`src/rtl/byte_bus_reader_pkg.sv`:
```
// Shared definitions for the byte-serial bus reader: size encodings, FSM states
// and the per-size last byte index.
package byte_bus_reader_pkg;

   localparam logic [1:0] SIZE_BYTE    = 2'd0;
   localparam logic [1:0] SIZE_HALF    = 2'd1;
   localparam logic [1:0] SIZE_WORD    = 2'd2;
   localparam logic [1:0] SIZE_ILLEGAL = 2'd3;

   typedef enum logic [1:0] {
      S_IDLE = 2'd0,
      S_READ = 2'd1,
      S_DONE = 2'd2,
      S_ERR  = 2'd3
   } state_t;

   function automatic logic [1:0] last_index(input logic [1:0] sz);
      case (sz)
         SIZE_BYTE: last_index = 2'd0;
         SIZE_HALF: last_index = 2'd1;
         SIZE_WORD: last_index = 2'd3;
         default:   last_index = 2'd3;
      endcase
   endfunction

endpackage

```
`src/rtl/byte_bus_reader_if.sv`:
```
// Byte-wide memory read bus: the reader is the master, the memory the slave.
interface byte_bus_reader_if #(parameter int ADDR_WIDTH = 16) ();
   logic [ADDR_WIDTH-1:0] mem_addr;
   logic                  mem_rd;
   logic [7:0]            mem_rdata;
   logic                  mem_ack;

   modport master (output mem_addr, output mem_rd, input mem_rdata, input mem_ack);
   modport slave  (input mem_addr, input mem_rd, output mem_rdata, output mem_ack);
endinterface

```
`src/rtl/byte_bus_reader_byte_assembler.sv`:
```
// 32-bit result register with per-lane byte write and sign fill of the lanes
// above the byte being written, applied in the same edge as that write.
module byte_assembler (
   input  logic        clk,
   input  logic        clear_n,
   input  logic        clr,
   input  logic        we,
   input  logic [1:0]  lane,
   input  logic [7:0]  wdata,
   input  logic        ext,
   output logic [31:0] q
);
   logic [31:0] d_next;

   always_comb begin
      d_next = q;
      if (clr) begin
         d_next = '0;
      end else if (we) begin
         d_next[{lane, 3'b000} +: 8] = wdata;
         if (ext) begin
            for (int i = 0; i < 4; i++) begin
               if (i > int'(lane)) d_next[i*8 +: 8] = {8{wdata[7]}};
            end
         end
      end
   end

   dff #(.WIDTH(32)) u_data (
      .clk     (clk),
      .clear_n (clear_n),
      .d       (d_next),
      .q       (q)
   );
endmodule

```
`src/rtl/dff.sv`:
```
// Register primitive with asynchronous active-low clear.
module dff #(parameter int WIDTH = 8) (
   input  logic             clk,
   input  logic             clear_n,
   input  logic [WIDTH-1:0] d,
   output logic [WIDTH-1:0] q
);
   always_ff @(posedge clk or negedge clear_n) begin
      if (!clear_n) q <= '0;
      else          q <= d;
   end
endmodule

```
`src/rtl/byte_bus_reader.sv`:
```
// Fetches a 1/2/4-byte little-endian value over a byte-wide bus, one byte per
// mem_ack, and assembles it into a 32-bit result with optional sign extension.
//
// state  | meaning
// IDLE   | waiting for start
// READ   | mem_rd held, collecting one byte per ack, wait timer running
// DONE   | one-cycle done pulse, data final
// ERR    | one-cycle error pulse (illegal size or ack timeout)
module byte_bus_reader
   import byte_bus_reader_pkg::*;
#(
   parameter int ADDR_WIDTH = 16,
   parameter int MAX_WAIT   = 15
) (
   input  logic                  clk,
   input  logic                  clear_n,
   input  logic                  start,
   input  logic [ADDR_WIDTH-1:0] addr,
   input  logic [1:0]            size,
   input  logic                  sign_ext,
   output logic [31:0]           data,
   output logic                  done,
   output logic                  error,
   output logic                  busy,
   byte_bus_reader_if.master     mem
);
   localparam int WAIT_W = $clog2(MAX_WAIT + 1);

   state_t                state_q, state_d;
   logic [ADDR_WIDTH-1:0] addr_q, addr_d;
   logic                  rd_q, rd_d;
   logic [1:0]            idx_q, idx_d;
   logic [WAIT_W-1:0]     wait_q, wait_d;
   logic [1:0]            size_q, size_d;
   logic                  sext_q, sext_d;
   logic                  asm_clr, asm_we, asm_ext;

   always_ff @(posedge clk or negedge clear_n) begin
      if (!clear_n) begin
         state_q <= S_IDLE;
         addr_q  <= '0;
         rd_q    <= 1'b0;
         idx_q   <= '0;
         wait_q  <= '0;
         size_q  <= SIZE_BYTE;
         sext_q  <= 1'b0;
      end else begin
         state_q <= state_d;
         addr_q  <= addr_d;
         rd_q    <= rd_d;
         idx_q   <= idx_d;
         wait_q  <= wait_d;
         size_q  <= size_d;
         sext_q  <= sext_d;
      end
   end

   always_comb begin
      state_d = state_q;
      addr_d  = addr_q;
      rd_d    = rd_q;
      idx_d   = idx_q;
      wait_d  = wait_q;
      size_d  = size_q;
      sext_d  = sext_q;
      asm_clr = 1'b0;
      asm_we  = 1'b0;
      asm_ext = 1'b0;
      case (state_q)
         S_IDLE: begin
            if (start) begin
               if (size == SIZE_ILLEGAL) begin
                  state_d = S_ERR;
               end else begin
                  state_d = S_READ;
                  rd_d    = 1'b1;
                  addr_d  = addr;
                  idx_d   = '0;
                  wait_d  = WAIT_W'(MAX_WAIT - 1);
                  size_d  = size;
                  sext_d  = sign_ext;
                  asm_clr = 1'b1;
               end
            end
         end
         S_READ: begin
            if (mem.mem_ack) begin
               asm_we = 1'b1;
               wait_d = WAIT_W'(MAX_WAIT - 1);
               if (idx_q == last_index(size_q)) begin
                  state_d = S_DONE;
                  rd_d    = 1'b0;
                  asm_ext = sext_q;
               end else begin
                  idx_d  = idx_q + 2'd1;
                  addr_d = addr_q + ADDR_WIDTH'(1);
               end
            end else if (wait_q == '0) begin
               // Timer expired: abandon the access, keep the bytes already read.
               state_d = S_ERR;
               rd_d    = 1'b0;
            end else begin
               wait_d = wait_q - WAIT_W'(1);
            end
         end
         S_DONE:  state_d = S_IDLE;
         default: state_d = S_IDLE;
      endcase
   end

   byte_assembler u_asm (
      .clk     (clk),
      .clear_n (clear_n),
      .clr     (asm_clr),
      .we      (asm_we),
      .lane    (idx_q),
      .wdata   (mem.mem_rdata),
      .ext     (asm_ext),
      .q       (data)
   );

   assign mem.mem_addr = addr_q;
   assign mem.mem_rd   = rd_q;
   assign done         = (state_q == S_DONE);
   assign error        = (state_q == S_ERR);
   assign busy         = (state_q != S_IDLE);
endmodule

```
`src/flat_wrapper.sv`:
```
// flat-port wrapper written by rule: the top's interface ports become plain ports
module byte_bus_reader_flat import byte_bus_reader_pkg::*;
#(
   parameter int ADDR_WIDTH = 16,
   parameter int MAX_WAIT   = 15
)
  (clk, clear_n, start, addr, size, sign_ext, data, done, error, busy, mem_mem_addr, mem_mem_rd, mem_mem_rdata, mem_mem_ack);
  byte_bus_reader_if #(.ADDR_WIDTH(ADDR_WIDTH)) mem_i ();
  input  logic clk;
  input  logic clear_n;
  input  logic start;
  input  logic [ADDR_WIDTH-1:0] addr;
  input  logic [1:0] size;
  input  logic sign_ext;
  output logic [31:0] data;
  output logic done;
  output logic error;
  output logic busy;
  output wire logic [$bits(mem_i.mem_addr)-1:0] mem_mem_addr;
  output wire logic [$bits(mem_i.mem_rd)-1:0] mem_mem_rd;
  input wire logic [$bits(mem_i.mem_rdata)-1:0] mem_mem_rdata;
  input wire logic [$bits(mem_i.mem_ack)-1:0] mem_mem_ack;
  assign mem_mem_addr = mem_i.mem_addr;
  assign mem_mem_rd = mem_i.mem_rd;
  assign mem_i.mem_rdata = mem_mem_rdata;
  assign mem_i.mem_ack = mem_mem_ack;
  byte_bus_reader #(.ADDR_WIDTH(ADDR_WIDTH), .MAX_WAIT(MAX_WAIT)) u_core (.clk(clk), .clear_n(clear_n), .start(start), .addr(addr), .size(size), .sign_ext(sign_ext), .data(data), .done(done), .error(error), .busy(busy), .mem(mem_i));
endmodule
```
`config.mk`:
```
export PLATFORM = sky130hd
export DESIGN_NAME = byte_bus_reader_flat
export DESIGN_NICKNAME = d
export VERILOG_FILES = /design/src/rtl/byte_bus_reader_pkg.sv /design/src/rtl/byte_bus_reader_if.sv /design/src/rtl/byte_bus_reader_byte_assembler.sv /design/src/rtl/dff.sv /design/src/rtl/byte_bus_reader.sv /design/src/flat_wrapper.sv
export SDC_FILE = /design/constraint.sdc
export NUM_CORES = 1
export LEC_CHECK = 0
export ABC_AREA = 1
export CAP_MARGIN = 20
export CELL_PAD_IN_SITES_DETAIL_PLACEMENT = 0
export CELL_PAD_IN_SITES_GLOBAL_PLACEMENT = 2
export CORE_MARGIN = 2
export CORE_UTILIZATION = 30
export DETAILED_ROUTE_END_ITERATION = 10
export PLACE_DENSITY = 0.93
export SLEW_MARGIN = 0
export SYNTH_ARGS = -nofsm -noshare
export SYNTH_HDL_FRONTEND = slang
export SYNTH_HIERARCHICAL = 1
export SYNTH_SLANG_ARGS = --single-unit
```
`constraint.sdc`:
```
create_clock -name clk -period 3.2 [get_ports clk]
set_input_delay 0.64 -clock clk [delete_from_list [all_inputs] [get_ports clk]]
set_output_delay 0.64 -clock clk [all_outputs]
set_load 0.01 [all_outputs]
```
==> out/qor.csv, run 1 <==
stage,metric,value,unit
worst_setup_path,worst-path maximum fanout,22,
clock_tree,postcts setup bufs,0,
floorplan,Ports,83,
synthesis,Syn Inst Count,576,
clock_tree,htree depth,3,
sta,FMAX,434,MHz
worst_setup_path,crit end category,flip-flop,
sta,RSZ-0062 raised after global routing,false,
sta,fin crit period,2.30,ns
worst_setup_path,Critical Path RT,3.46,ns
hold_path,Hold WC Path Type,primary input to async pin,
worst_setup_path,CP startpoint kind,flip-flop,
clock_tree,Clock Sinks,60,
drt,DRC,0,
final_layout,fin nets,690,
global_route,GRT Residual Overflow,0,
clock_tree,Clock Path Buffers,2,
power,Power Dens Cells,1010,mW/mm2
synthesis,Synthesized Nets,614,
synthesis,Cell variety after synth,29,
drt,vias per cell,4.72,
sta,Max Slew Vio Count,0,
drt,Detailed Route WL,10.8,mm
sta,Fin Hold WS,0.380,ns
global_route,vias in the first global route,3738,
clock_tree,CTS Hold Bufs,0,
floorplan,die extent in x,117,um
sta,# setup viols final,0,
sta,Worst-Margin Slew,0.755,ns
sta,final setup TNS,0,ns
clock_tree,post_cts resized,0,
clock_tree,clk_lat worst skew,0.33,ns
floorplan,initial cell density of the core,0.305,
placed_design,DP HPWL,7.64,mm
global_route,first-pass GRT wire length,17.9,mm
placed_design,port buffer count,82,
final_layout,"commonest non-fill, non-tap cell in the layout",nand2_1,
power,leakage power total,2.42,nW
sta,final cycle utilization of the critical path,0.720,
worst_setup_path,slowest CP cell,dfrtp_1,
power,Peak supply drop,0.000440,V
floorplan,die area,0.0137,mm2
worst_setup_path,WS Path Type,flip-flop to flip-flop,
synthesis,Avg Inst Size Synth,6.66,um2
worst_setup_path,CP Cell Sequence,"o21ai_0, nand2_1, nand2_1, nor2_1, nand2_2, inv_1, nand2_1, nand2_1, nor2_1, nor2_1",
status,status,completed,
synthesis,Post-Synthesis Cell Area,0.00384,mm2
synthesis,#FFs+latches synth,60,
worst_setup_path,crit-path most repeated cell,nand2_1,
global_route,largest net degree at the start of global routing,38,
floorplan,Rows,41,
drt,first-pass iteration count of the detailed router,4,
drt,Final ANT Viol Nets,0,
floorplan,Core Area,0.0126,mm2
sta,Fin. Hold Viols,0,
synthesis,"Seq/Total Area, Yosys",0.391,
drt,Initial DRC Count,201,
final_layout,area grow syn2layout,33.1,%
placed_design,gpl congestion,0.813,
worst_setup_path,CP peak stage delay,0.81,ns
floorplan,die height,117,um
worst_setup_path,worst path arrival time,2.56,ns
placed_design,placed instance area,0.00479,mm2
synthesis,synthesis warning total,6,
sta,Clock Skew,0.00564,ns
final_layout,"Design Area, Final",0.00511,mm2
clock_tree,"Reg clk slew, reported paths",0.06,ns
final_layout,most frequent cells in the layout,"188 x nand2_1, 85 x nor2_1, 81 x clkdlybuf4s50_1, 60 x dfrtp_1, 53 x inv_1",
clock_tree,Num CTS Buffers,9,
drt,via count of the routed design,3915,
drt,drt wl/cell,13.1,um
run,maxcap violations,0,
clock_tree,clock root buffer,clkbuf_16,
global_route,initial antenna violation count,0,
final_layout,diode count,0,
sta,Slew headroom,0.496,
clock_tree,CTS tree,done,
final_layout,share of post-route cells with drive strength above 1,0.0700,
global_route,Total GRT Usage,0.167,
[power breakdown]
group,internal [mW],leakage [nW],switching (mW),total [mW]
Sequential,1.12,0.747,0.369,1.49
Combinational,1.15,1.51,1.46,2.61
Clock,0.678,0.155,0.360,1.04
Total,2.94,2.42,2.19,5.14
[worst max-delay path: cells and delay by family, from the launching register on]
kind            cells  cell delay [ns]
simple gates        8             1.14
compound gates      1             0.19
flops               1             0.81
buf+inv             1             0.09
[registers in the layout, indices dropped and copies added, names as in the netlist]
register	flops
u_core/size_q	2
u_core/mem.mem_addr	16
u_core/mem.mem_rd	1
u_core/idx_q	2
u_core/u_asm/u_data/q	32
u_core/state_q	2
u_core/sext_q	1
u_core/wait_q	4
[cells by family (layout without fill, tap and decap cells)]
kind of cell | after synthesis | after routing | share of synthesized area
buf+inv | 80 | 161 | 0.0900
flops | 60 | 60 | 0.391
compound gates | 77 | 77 | 0.109
fa+ha+maj | 7 | 7 | 0.0228
xor+xnor | 2 | 2 | 0.00457
simple gates | 350 | 350 | 0.382
[final cells by class]
class                           count  area (um2)
Multi-Input combinational cell    436        1990
Clock inverter                      7        91.3
Inverter                           60         230
Clock buffer                        9         225
Timing Repair Buffer               85         851
Sequential cell                    60        1500
Tap cell                          172         215
Fill cell                        1349        7460
[stage by stage]
step | worst slack [ns] | std cells | power (mW) | util
finish | 0.895 | 829 | 5.14 | 0.406
global route | 0.553 | 829 | 5.63 | 0.406
CTS | 0.860 | 829 | 5.20 | 0.406
detailed placement | 0.648 | 813 | 4.13 | 0.381
global placement | 0.686 | 813 | 4.08 | 0.381
floorplan | 1.38 | 576 | 3.13 | -
[cells in the mapped netlist]
| cell type | count | share of area |
|---|---|---|
| nand2_1 | 188 | 0.18 |
| nor2_1 | 86 | 0.084 |
| dfrtp_1 | 60 | 0.39 |
| inv_1 | 53 | 0.052 |
| nand3_1 | 51 | 0.067 |
| o21ai_0 | 33 | 0.043 |
| a21oi_1 | 27 | 0.035 |
| nand4_1 | 11 | 0.018 |
| ha_1 | 7 | 0.023 |
| o21ai_1 | 7 | 0.0091 |
| buf_2 | 6 | 0.0078 |
| clkbuf_1 | 6 | 0.0059 |
| o21ai_2 | 6 | 0.014 |
| inv_2 | 5 | 0.0049 |
| buf_4 | 4 | 0.0078 |
| nand2_2 | 4 | 0.0065 |
| nor2_4 | 3 | 0.0088 |
| o21bai_1 | 3 | 0.0059 |
| buf_6 | 2 | 0.0059 |
| clkbuf_2 | 2 | 0.0026 |
| inv_4 | 2 | 0.0033 |
| nand2_4 | 2 | 0.0059 |
| nor2_2 | 2 | 0.0033 |
| nand3b_1 | 1 | 0.0020 |
| nor3_1 | 1 | 0.0013 |
| o22a_1 | 1 | 0.0023 |
| or2_2 | 1 | 0.0016 |
| xnor2_1 | 1 | 0.0023 |
| xor2_1 | 1 | 0.0023 |
[final timing paths]
check / cells after the start / end / slack, ns / start
max reg2reg: 10 / u_core/u_asm/u_data/q[23]$_DFF_PN0_ / 0.90 / u_core/idx_q[0]$_DFFE_PN0P_
min in group clk: 2 / u_core/mem.mem_rd$_DFFE_PN0P_ / 0.47 / u_core/mem.mem_rd$_DFFE_PN0P_
max in group asynchronous: 2 / u_core/wait_q[3]$_DFFE_PN0P_ / 2.19 / clear_n
min: 1 / u_core/u_asm/u_data/q[16]$_DFF_PN0_ / 0.38 / clear_n
min reg2reg: 2 / u_core/mem.mem_rd$_DFFE_PN0P_ / 0.47 / u_core/mem.mem_rd$_DFFE_PN0P_
max: 10 / u_core/u_asm/u_data/q[23]$_DFF_PN0_ / 0.90 / u_core/idx_q[0]$_DFFE_PN0P_
[layer usage]
| layer | part of all wire | track usage | vias up |
|---|---|---|---|
| met5 | 0 | 0 | - |
| met4 | 0.012 | 0.0478 | 0 |
| met3 | 0.050 | 0.0386 | 10 |
| met2 | 0.47 | 0.273 | 110 |
| met1 | 0.47 | 0.222 | 1819 |
| li1 | - | - | 1976 |
Note: power is estimated with default switching activity, not from simulation.
==> run 2: changes to the inputs <==
CORE_UTILIZATION = 25   (was 30)
PLACE_DENSITY = 0.83   (was 0.93)
clock period = 2 ns   (was 3.2 ns; I/O delays follow)
==> run 2 against run 1 <==
Net effect:
- flip-flop and latch count did not move
- utilization fell by 6.3 points
- routed wire length rose by 5.4%
- largest power group unchanged
- largest cell class unchanged
- worst hold slack got worse by 0.30 ns
- via count rose by 0.84%
- critical path type is now flip-flop to primary output
- cell area rose by 1.4%
- clock power rose by 37%
- clock skew barely moved
==> out/qor.csv, run 2 (synthesized netlist as in run 1, its figures left out) <==
stage,metric,value,unit,change
final_layout,share of post-route cells with drive strength above 1,0.0840,,was 0.0700
placed_design,port buffer count,82,,unchanged
clock_tree,clk_lat worst skew,0.33,ns,about the same
power,Clock power frac,0.174,,was 0.202
global_route,GRT Max-Usage Layer,met2,,unchanged
worst_setup_path,worst path arrival time,1.43,ns,was 2.56 ns
worst_setup_path,WS Path Type,flip-flop to primary output,,was flip-flop to flip-flop
worst_setup_path,crit end category,primary output,,was flip-flop
power,Sw Pwr,3.54,mW,was 2.19 mW
floorplan,Ports,83,,unchanged
hold_path,Hold WC Path Type,primary input to async pin,,unchanged
clock_tree,clock root buffer,clkbuf_16,,unchanged
final_layout,area grow syn2layout,35.0,%,was 33.1%
sta,# setup viols final,0,,unchanged
sta,FMAX,546,MHz,
power,Seq pwr share,0.291,,was 0.290
global_route,GRT Residual Overflow,0,,unchanged
floorplan,die area,0.0164,mm2,was 0.0137 mm2
sta,Slew headroom,0.645,,was 0.496
clock_tree,"Reg clk slew, reported paths",0.05,ns,was 0.06 ns
final_layout,fin nets,701,,was 690
sta,Max Slew Vio Count,0,,unchanged
power,Power Dens Cells,1580,mW/mm2,was 1010 mW/mm2
worst_setup_path,CP startpoint kind,flip-flop,,unchanged
drt,Detailed Route WL,11.4,mm,was 10.8 mm
global_route,met2 GRT Util,0.252,,was 0.273
global_route,Total GRT Usage,0.147,,was 0.167
sta,Worst-Margin Slew,0.527,ns,was 0.755 ns
sta,fin crit period,1.83,ns,
final_layout,Biggest register,u_core/u_asm/u_data/q,,unchanged
clock_tree,htree depth,3,,unchanged
final_layout,diode count,0,,unchanged
floorplan,die height,128,um,was 117 um
global_route,first-pass GRT wire length,19.3,mm,was 17.9 mm
power,power share of the combinational group,0.535,,was 0.508
power,Peak supply drop,0.000475,V,was 0.000440 V
worst_setup_path,worst-path maximum fanout,4,,was 22
final_layout,most frequent cells in the layout,"187 x nand2_1, 85 x nor2_1, 81 x clkdlybuf4s50_1, 60 x dfrtp_1, 53 x inv_1",,"was 188 x nand2_1, 85 x nor2_1, 81 x clkdlybuf4s50_1, 60 x dfrtp_1, 53 x inv_1"
clock_tree,Clock Sinks,60,,unchanged
sta,Fin. Hold Viols,0,,unchanged
drt,first-pass iteration count of the detailed router,4,,unchanged
placed_design,gpl congestion,0.793,,was 0.813
drt,Initial DRC Count,184,,was 201
power,switching fraction of total power,0.432,,was 0.427
power,"Power, Total",8.18,mW,was 5.14 mW
power,leakage power total,2.46,nW,was 2.42 nW
final_layout,"Design Area, Final",0.00518,mm2,was 0.00511 mm2
global_route,M3 GR Usage,0.0330,,was 0.0386
run,maxcap violations,0,,unchanged
status,status,completed,,unchanged
final_layout,Fillers,1674,,was 1349
power,internal cell power,4.65,mW,was 2.94 mW
sta,Clock Skew,0.00575,ns,was 0.00564 ns
clock_tree,postcts setup bufs,0,,unchanged
clock_tree,post_cts resized,0,,unchanged
sta,RSZ-0062 raised after global routing,false,,unchanged
placed_design,DP HPWL,8.22,mm,was 7.64 mm
final_layout,max reg flops,32,,unchanged
global_route,initial antenna violation count,0,,unchanged
floorplan,initial cell density of the core,0.254,,was 0.305
final_layout,fin util,0.343,,was 0.406
clock_tree,CTS tree,done,,unchanged
worst_setup_path,"reg-to-reg slack, setup",0.24,ns,was 0.90 ns
final_layout,"commonest non-fill, non-tap cell in the layout",nand2_1,,unchanged
clock_tree,Num CTS Buffers,9,,unchanged
floorplan,Rows,45,,was 41
global_route,vias in the first global route,3953,,was 3738
sta,final cycle utilization of the critical path,0.916,,
clock_tree,Clock Path Buffers,2,,unchanged
drt,via count of the routed design,3948,,was 3915
drt,Final ANT Viol Nets,0,,unchanged
drt,drt wl/cell,13.4,um,was 13.1 um
placed_design,placed instance area,0.00490,mm2,was 0.00479 mm2
global_route,largest net degree at the start of global routing,61,,was 38
floorplan,die extent in x,128,um,was 117 um
global_route,met1 GRT Util,0.187,,was 0.222
worst_setup_path,Critical Path RT,1.60,ns,was 3.46 ns
drt,DRC,0,,unchanged
drt,vias per cell,4.62,,was 4.72
clock_tree,CTS Hold Bufs,0,,unchanged
floorplan,Core Area,0.0151,mm2,was 0.0126 mm2
-- run 2: metal layers --
| metal | part of all wire | vias to the layer above | routed length, um |
|---|---|---|---|
| met1 | 0.45 | 1845 | 5120 |
| met5 | 0 | - | 0 |
| met2 | 0.49 | 98 | 5650 |
| li1 | - | 1998 | - |
| met3 | 0.049 | 7 | 561 |
| met4 | 0.0085 | 0 | 97 |
-- run 2: worst paths after layout --
| path | startpoint | to | cells after the start |
|---|---|---|---|
| setup / recovery | u_core/state_q[0]$_DFFE_PN0P_ | busy | 3 |
| hold / removal | clear_n | u_core/u_asm/u_data/q[19]$_DFF_PN0_ | 2 |
| setup reg to reg | u_core/idx_q[1]$_DFFE_PN0P_ | u_core/u_asm/u_data/q[17]$_DFF_PN0_ | 8 |
| hold reg to reg | u_core/wait_q[3]$_DFFE_PN0P_ | u_core/wait_q[3]$_DFFE_PN0P_ | 2 |
| max in group asynchronous | clear_n | u_core/mem.mem_addr[10]$_DFFE_PN0P_ | 2 |
| min in group clk | u_core/wait_q[3]$_DFFE_PN0P_ | u_core/wait_q[3]$_DFFE_PN0P_ | 2 |
-- run 2: through the flow --
stage / TNS (ns) / std cells / hold slack [ns] / setup WS [ns]
after floorplan: 0 / 576 / 0.104 / 0.178
after global placement: -0.449 / 840 / 0.438 / -0.0576
after detailed placement: -1.25 / 840 / 0.446 / -0.118
after CTS: 0 / 855 / 0.0909 / 0.138
after global routing: 0 / 855 / 0.113 / 0.0426
final: 0 / 855 / 0.0829 / 0.167
-- run 2: cell type report --
class                           count  area (um2)  share of cell area
Tap cell                          188         235              0.0454
Sequential cell                    60        1500               0.290
Timing Repair Buffer               96         946               0.183
Inverter                           60         230              0.0444
Clock buffer                       13         260              0.0502
Multi-Input combinational cell    436        2000               0.386
Clock inverter                      2        10.0             0.00193
-- run 2: worst max-delay path, stage by stage, from the launching register on --
cell	delay, ns
dfrtp_1	0.43
nor2_1	0.16
inv_1	0.05
clkdlybuf4s50_1	0.47
-- run 2: power by group through the flow --
stage	combinational (mW)	clock [mW]	sequential, mW
floorplan	2.54	0	2.46
global placement	4.36	0	2.38
detailed placement	4.41	0	2.41
CTS	4.42	1.48	2.40
global route	4.95	1.52	2.49
finish	4.38	1.42	2.38
==> RTL change (config.mk and constraints of run 2) <==
`addr_q` no longer has a reset.
--- a/src/rtl/byte_bus_reader.sv
+++ b/src/rtl/byte_bus_reader.sv
@@ -38,7 +38,6 @@
    always_ff @(posedge clk or negedge clear_n) begin
       if (!clear_n) begin
          state_q <= S_IDLE;
-         addr_q  <= '0;
          rd_q    <= 1'b0;
          idx_q   <= '0;
          wait_q  <= '0;
@@ -46,13 +45,16 @@
          sext_q  <= 1'b0;
       end else begin
          state_q <= state_d;
-         addr_q  <= addr_d;
          rd_q    <= rd_d;
          idx_q   <= idx_d;
          wait_q  <= wait_d;
          size_q  <= size_d;
          sext_q  <= sext_d;
       end
+   end
+
+   always_ff @(posedge clk) begin
+      addr_q <= addr_d;
    end
 
    always_comb begin
Function: changed (a bounded check fails within 4 cycles, from zero or initial values; the reset may be asserted at any time).
==> RTL change against run 2 <==
Area after synthesis fell by 4.9%; die area fell by 4.7%; total power fell by 6.6%; critical path depth did not move; final cell count fell by 7.1%; first-iteration DRC count rose by 18%; cell area fell by 2.1%; setup slack got worse by 85 ps; wire length fell by 8.6%; register-to-register slack got worse by 30 ps; global-route usage fell by 0.39 points; sequential cell count did not move; largest power group unchanged.
==> RTL change: results <==
yosys:
  seq_area_frac_synth_pct: 43.33
  synth_compound_area_share_pct: 10.04
  synth_edf_count: 16
  syn_avg_cell_area_um2: 7.213
  synthArstFlopShare_pct: 73.33
  synth_fa_ha_area_share_pct: 2.400
  synth_top_cells_by_count: "184 x nand2_1, 59 x nor2_1, 44 x dfrtp_1, 41 x inv_1, 27 x a21oi_1"
  syn_nets: 544
  ys_top_cells_by_area: "dfrtp_1 30%, nand2_1 19%, edfxtp_1 13%"
  ys_types: 35
power:
  p_sw_share_pct: 41.04
  peakVddDrop_v: 0.0005940
  p_leak_uw: 0.002329
placement:
  place.gp.congestion: 0.7809
  postPlaceCellArea_um2: 4792
  dp.cells: 779
  hpwl_um: 7676
  place_ws_ps: -155.7
timing:
  relSlewSlack_pct: 65.18
  fmax_ghz: 0.5215
drt:
  wl_per_cell_um: 13.15
  route.layer.met1.wl_um: 4870
  via_per_inst: 4.490
global_routing:
  grt_usage_pct: 14.33
  grt_max_degree: 45
  grt_pass1_wl_um: 17890
  use_met1_pct: 18.08
  grt_pass1_vias: 3639
  grt_use_met3_pct: 3.565
worst_setup_path:
  ff2ff_setup_slack_ps: 210
  cp-endpoint: "done"
  critPathMaxStageDelay_ps: 540
  cp.arrival_ps: 1520
  rr_endpoint: "u_core/u_asm/u_data/q[22]$_DFF_PN0_"
  r2r_start: "u_core/state_q[1]$_DFFE_PN0P_"
finish:
  drive_gt1_share_pct: 10.49
  n_fill_cell: 1572
  layout.nets: 644
  final_cells: 794
status:
  status: "complete, no violations"
-- RTL change: power by group through the flow --
stage / Clock [µW] / Combinational (µW) / Sequential (µW)
finish: 1380 / 3890 / 2370
global route: 1510 / 4370 / 2480
CTS: 1440 / 3910 / 2380
detailed placement: 0 / 3900 / 2390
global placement: 0 / 3850 / 2380
floorplan: 0 / 2110 / 2470
-- RTL change: area by class of cell --
type / count / area, µm² / share of cell area (%)
Multi-Input combinational cell: 380 / 1794 / 35.40
Tap cell: 184 / 230.2 / 4.542
Clock buffer: 15 / 257.7 / 5.085
Sequential cell: 60 / 1582 / 31.20
Inverter: 50 / 191.4 / 3.777
Timing Repair Buffer: 105 / 1013 / 20.00
-- RTL change: worst reg2reg max path: stages (launching register included) --
cell	delay (ps)
dfrtp_1	450
nor2_4	150
inv_2	40
nor2_1	130
buf_4	340
a21boi_2	240
buf_4	170
nand2_1	60
nand2_1	60
nor2_1	40
